`src/rtl/sort_pkg.sv`:
```
// Shared types and sizing helpers for the streaming descending sorter.
package sort_pkg;

  typedef enum logic [1:0] {
    ST_LOAD  = 2'd0,
    ST_SORT  = 2'd1,
    ST_DRAIN = 2'd2
  } state_e;

  // Counter width for indexing n entries; never narrower than one bit.
  function automatic int cnt_width(input int n);
    return (n > 1) ? $clog2(n) : 1;
  endfunction

endpackage

```
`src/rtl/sort_cmp_swap.sv`:
```
// Compare-exchange element: larger value to hi_out, smaller to lo_out.
module sort_cmp_swap #(
  parameter int WIDTH = 4
) (
  input  logic [WIDTH-1:0] hi_in,
  input  logic [WIDTH-1:0] lo_in,
  output logic [WIDTH-1:0] hi_out,
  output logic [WIDTH-1:0] lo_out
);

  logic swap_s;

  // Strict less-than keeps equal values in place.
  assign swap_s = (hi_in < lo_in);
  assign hi_out = swap_s ? lo_in : hi_in;
  assign lo_out = swap_s ? hi_in : lo_in;

endmodule

```
`src/rtl/sort_stream.sv`:
```
// Streaming block sorter: load NUM_VALS values, odd-even transposition sort
// in NUM_VALS passes, then drain them largest first.
module sort_stream
  import sort_pkg::*;
#(
  parameter int NUM_VALS = 8,
  parameter int WIDTH    = 4
) (
  input  logic             clk,
  input  logic             rst,
  input  logic             in_valid,
  output logic             in_ready,
  input  logic [WIDTH-1:0] in_data,
  output logic             out_valid,
  input  logic             out_ready,
  output logic [WIDTH-1:0] out_data,
  output logic             out_last
);

  localparam int            CW       = cnt_width(NUM_VALS);
  localparam logic [CW-1:0] LAST_IDX = CW'(NUM_VALS - 1);

  state_e           state_q, state_d;
  logic [CW-1:0]    load_q, load_d;
  logic [CW-1:0]    pass_q, pass_d;
  logic [CW-1:0]    drain_q, drain_d;
  logic [WIDTH-1:0] mem_q [NUM_VALS];
  logic [WIDTH-1:0] mem_d [NUM_VALS];
  logic [WIDTH-1:0] hi_s [NUM_VALS-1];
  logic [WIDTH-1:0] lo_s [NUM_VALS-1];

  logic             in_ready_q, in_ready_d;
  logic             out_valid_q, out_valid_d;
  logic             out_last_q, out_last_d;
  logic [WIDTH-1:0] out_data_q, out_data_d;

  genvar g;
  generate
    for (g = 0; g < NUM_VALS - 1; g++) begin : g_cmp
      sort_cmp_swap #(.WIDTH(WIDTH)) u_cmp (
        .hi_in  (mem_q[g]),
        .lo_in  (mem_q[g+1]),
        .hi_out (hi_s[g]),
        .lo_out (lo_s[g])
      );
    end
  endgenerate

  // Next-state, storage update and next output values.
  always_comb begin
    state_d = state_q;
    load_d  = load_q;
    pass_d  = pass_q;
    drain_d = drain_q;
    mem_d   = mem_q;
    case (state_q)
      ST_LOAD: begin
        if (in_valid) begin
          mem_d[load_q] = in_data;
          if (load_q == LAST_IDX) begin
            state_d = ST_SORT;
            load_d  = '0;
            pass_d  = '0;
          end else begin
            load_d = load_q + 1'b1;
          end
        end else begin
          load_d = load_q;
        end
      end
      ST_SORT: begin
        // Pairs of one parity are disjoint, so sequential overwrite is safe.
        for (int k = 0; k < NUM_VALS - 1; k++) begin
          mem_d[k]   = ((k % 2) == int'(pass_q[0])) ? hi_s[k] : mem_d[k];
          mem_d[k+1] = ((k % 2) == int'(pass_q[0])) ? lo_s[k] : mem_d[k+1];
        end
        if (pass_q == LAST_IDX) begin
          state_d = ST_DRAIN;
          pass_d  = '0;
          drain_d = '0;
        end else begin
          pass_d = pass_q + 1'b1;
        end
      end
      ST_DRAIN: begin
        if (out_ready) begin
          if (drain_q == LAST_IDX) begin
            state_d = ST_LOAD;
            drain_d = '0;
          end else begin
            drain_d = drain_q + 1'b1;
          end
        end else begin
          drain_d = drain_q;
        end
      end
      default: begin
        state_d = ST_LOAD;
        load_d  = '0;
        pass_d  = '0;
        drain_d = '0;
      end
    endcase

    in_ready_d  = (state_d == ST_LOAD);
    out_valid_d = (state_d == ST_DRAIN);
    if (state_d == ST_DRAIN) begin
      out_data_d = mem_d[drain_d];
      out_last_d = (drain_d == LAST_IDX);
    end else begin
      out_data_d = '0;
      out_last_d = 1'b0;
    end
  end

  // Control state, counters and registered outputs.
  always_ff @(posedge clk) begin
    if (rst) begin
      state_q     <= ST_LOAD;
      load_q      <= '0;
      pass_q      <= '0;
      drain_q     <= '0;
      in_ready_q  <= 1'b1;
      out_valid_q <= 1'b0;
      out_last_q  <= 1'b0;
      out_data_q  <= '0;
    end else begin
      state_q     <= state_d;
      load_q      <= load_d;
      pass_q      <= pass_d;
      drain_q     <= drain_d;
      in_ready_q  <= in_ready_d;
      out_valid_q <= out_valid_d;
      out_last_q  <= out_last_d;
      out_data_q  <= out_data_d;
    end
  end

  // Value storage; contents are don't-care after reset.
  always_ff @(posedge clk) begin
    mem_q <= mem_d;
  end

  assign in_ready  = in_ready_q;
  assign out_valid = out_valid_q;
  assign out_last  = out_last_q;
  assign out_data  = out_data_q;

endmodule

```
`config.mk`:
```
export PLATFORM = sky130hd
export DESIGN_NAME = sort_stream
export DESIGN_NICKNAME = d
export VERILOG_FILES = /design/src/rtl/sort_pkg.sv /design/src/rtl/sort_cmp_swap.sv /design/src/rtl/sort_stream.sv
export SDC_FILE = /design/constraint.sdc
export NUM_CORES = 1
export LEC_CHECK = 0
export CAP_MARGIN = 5
export CORE_MARGIN = 2
export CORE_UTILIZATION = 49
export CTS_CLUSTER_DIAMETER = 40
export DETAILED_ROUTE_END_ITERATION = 16
export PLACE_DENSITY = 0.74
export SYNTH_ARGS = -nofsm -noshare
export SYNTH_HDL_FRONTEND = slang
export SYNTH_SLANG_ARGS = --single-unit
export TNS_END_PERCENT = 50
```
`constraint.sdc`:
```
create_clock -name clk -period 6 [get_ports clk]
set_input_delay 1.2 -clock clk [delete_from_list [all_inputs] [get_ports clk]]
set_output_delay 1.2 -clock clk [all_outputs]
set_load 0.01 [all_outputs]
```
==> metrics.cfg <==
[outcome]
status=finished clean

[logic_synthesis]
syn_area_per_cell_um2=7.93
synth_cell_types=68
synth_cells=516
synthArstFlopShare_pct=0
synth_seq_area_share_pct=24.5
ys_top_cells_by_area=dfxtp_1 24%, ha_1 14%, nand2_1 5.5%
synth_area_um2=4090
synthDominantCellAreaShare_pct=24.5
synth_edf_count=0
ys_seq_elements=50
synth_nets=569
synth_ff_type=dfxtp_1
yosysWarnings=0
yosysTopAreaCell=dfxtp_1

[final_layout]
antenna_cells=0
fill_cells=760
seq_area_um2=1000
layout.nets=562
final_util_pct=53.0
final_cell_mix=60 x nand2_1, 50 x dfxtp_1, 45 x ha_1, 32 x inv_1, 29 x nand3_1
postLayoutCellArea_um2=4340
layout-drive-gt1-share_pct=4.91
areaGrowthSynthToFinish_pct=5.96
final_common_cell=nand2_1
multi_input_area_um2=2850

[sta]
tns_ns=0
fin_crit_sh_pct=63.2
clock_skew_ns=0.0211
setup_slack_ns=2.21
slew_headroom_pct=21.9
worstMarginPinSlew_ns=1.16
period_needed_ns=3.79
fmax_ghz=0.264
finalSetupViolCount=0
report.final.slew_viol_count=0
rsz0062_at_grt=no
finalHoldViolations=0

[place]
dpl_cell_area_um2=4260
io_buffers=14
gp_congestion=0.946
hpwl_um=8590
preCtsSetupSlack_ns=1.92

[grt]
overflow=0
grt_pass1_vias=3780
grt_pass1_wl_um=19200
grt_usage_pct=26.9
grt_max_degree=35
antenna_found_initial=0

[worst_setup_path]
path_max_fanout=12
crit_buf_inv=1
slowest_stage=nor4bb_1
path_cells=clkdlybuf4s50_1, nor4bb_1, mux2i_1, o21ai_0, a211o_1, o311ai_1, a22oi_1
ff2ff_path_depth=9
arrival_ns=3.99
cp_top_family=simple AND/OR/NAND/NOR gates
end_kind=flip-flop
critPathKind=input pin to flip-flop
cpPeakStageDelay_ns=1.03
cp.required_ns=6.19
startpoint_type=input pin
crit_cells=7
r2r_slack_ns=2.64

[pwr]
p_leak_nw=1.79
p_per_area_nw_per_um2=277
irDropWorstVdd_mv=0.102
p_total_mw=1.20

[die]
fp.dieH_um=95.4
die_area_um2=9100
num_io_pins=15
coreArea_um2=8180
rows=33
start_util_pct=50.1
fp.dieW_um=95.4

[route]
routed_wl_um=11800
vias=4138
wl_per_cell_um=19.3
drt_iter0_drc=478
route.antenna.remaining_nets=0
via_per_inst=6.74
drtPass1Iterations=5
drc=0

[clock_network]
postCtsHoldBufs=0
cts.sinks=50
postCtsSetupRepairBufs=0
clkTransAtPathRegs_ns=0.10
cts_buffers=5
cts_max_path_buffers=2
clk_latency_ns=0.31
cts_tree=built
cts_root_buffer=clkbuf_8
cts_resized=0
htreeDepth=2

[worst_hold_path]
hold_depth=2
hold_class=flip-flop to flip-flop

[flow_run]
drv_cap=0

-- cells in the mapped netlist (all sizes together) (3+ instances only) --
library cell,number
o211ai,16
a311oi,5
o2111ai,3
nor2b,5
mux2i,18
nor4,6
o21ai,25
o311ai,6
nand3,29
nor2,27
a221o,5
a31oi,14
buf,9
a31o,4
nor3,18
dfxtp,50
nand2,60
a221oi,3
nand4b,3
nand4,4
o221ai,7
o21bai,3
a32oi,4
nand2b,8
a22oi,7
clkbuf,21
and2,5
ha,45
inv,33
or2,3
a211oi,3
a21oi,22
a2111oi,4
mux2,9
-- registers in the layout, indices dropped and copies added, names as in the netlist --
signal     cells
mem_q         32
out_data       4
drain_q        3
load_q         3
pass_q         3
state_q        2
in_ready       1
out_last       1
out_valid      1
-- worst register-to-register path, delay by kind of cell, from the launching register on --
family / cells / cell delay (ns)
AND/OR/NAND/NOR: 4 / 0.92
AO/OA/AOI/OAI: 3 / 1.02
flip-flops: 1 / 0.85
adder cells (fa/ha/maj): 2 / 0.47
-- per-layer routing --
metal / GRT usage (%) / share of wire [%] / vias to the layer above
li1: - / - / 1924
met1: 36.6 / 43 / 1952
met2: 43.7 / 45 / 230
met3: 3.95 / 9.0 / 32
met4: 9.05 / 3.0 / 0
met5: 0 / 0 / -
-- cell type report --
class,count,area share (%)
Timing Repair Buffer,16,3.58
Tap cell,105,3.03
Sequential cell,50,23.1
Multi-Input combinational cell,403,65.7
Clock buffer,7,1.76
Inverter,33,2.86
-- power breakdown --
part           switching [mW]  leakage [nW]  total [mW]  internal [mW]
sequential             0.0918         0.415       0.479          0.387
combinational           0.302          1.34       0.529          0.227
clock                   0.115        0.0383       0.195         0.0808
-- through the flow --
step / hold slack (ns) / std cells
floorplan: 0.453 / 516
global placement: 0.465 / 607
detailed placement: 0.478 / 607
CTS: 0.493 / 614
global route: 0.519 / 614
finish: 0.489 / 614
-- logic make-up (layout without fill, tap and decap cells) --
family | after synthesis | count (layout) | synth area share (%)
flops | 50 | 50 | 24.5
fa+ha+maj | 45 | 45 | 13.8
mux | 27 | 27 | 6.97
buf+inv | 63 | 56 | 5.93
compound gates | 153 | 153 | 27.5
simple gates | 178 | 178 | 21.4
-- path summary, 6_finish.rpt --
| check | to | startpoint |
|---|---|---|
| setup / recovery | out_data[0] | in_valid |
| hold / removal | pass_q[1] | pass_q[1] |
| setup reg to reg | out_data[0] | pass_q[0] |
| hold reg to reg | pass_q[1] | pass_q[1] |
(Power assumes the default switching activity.)
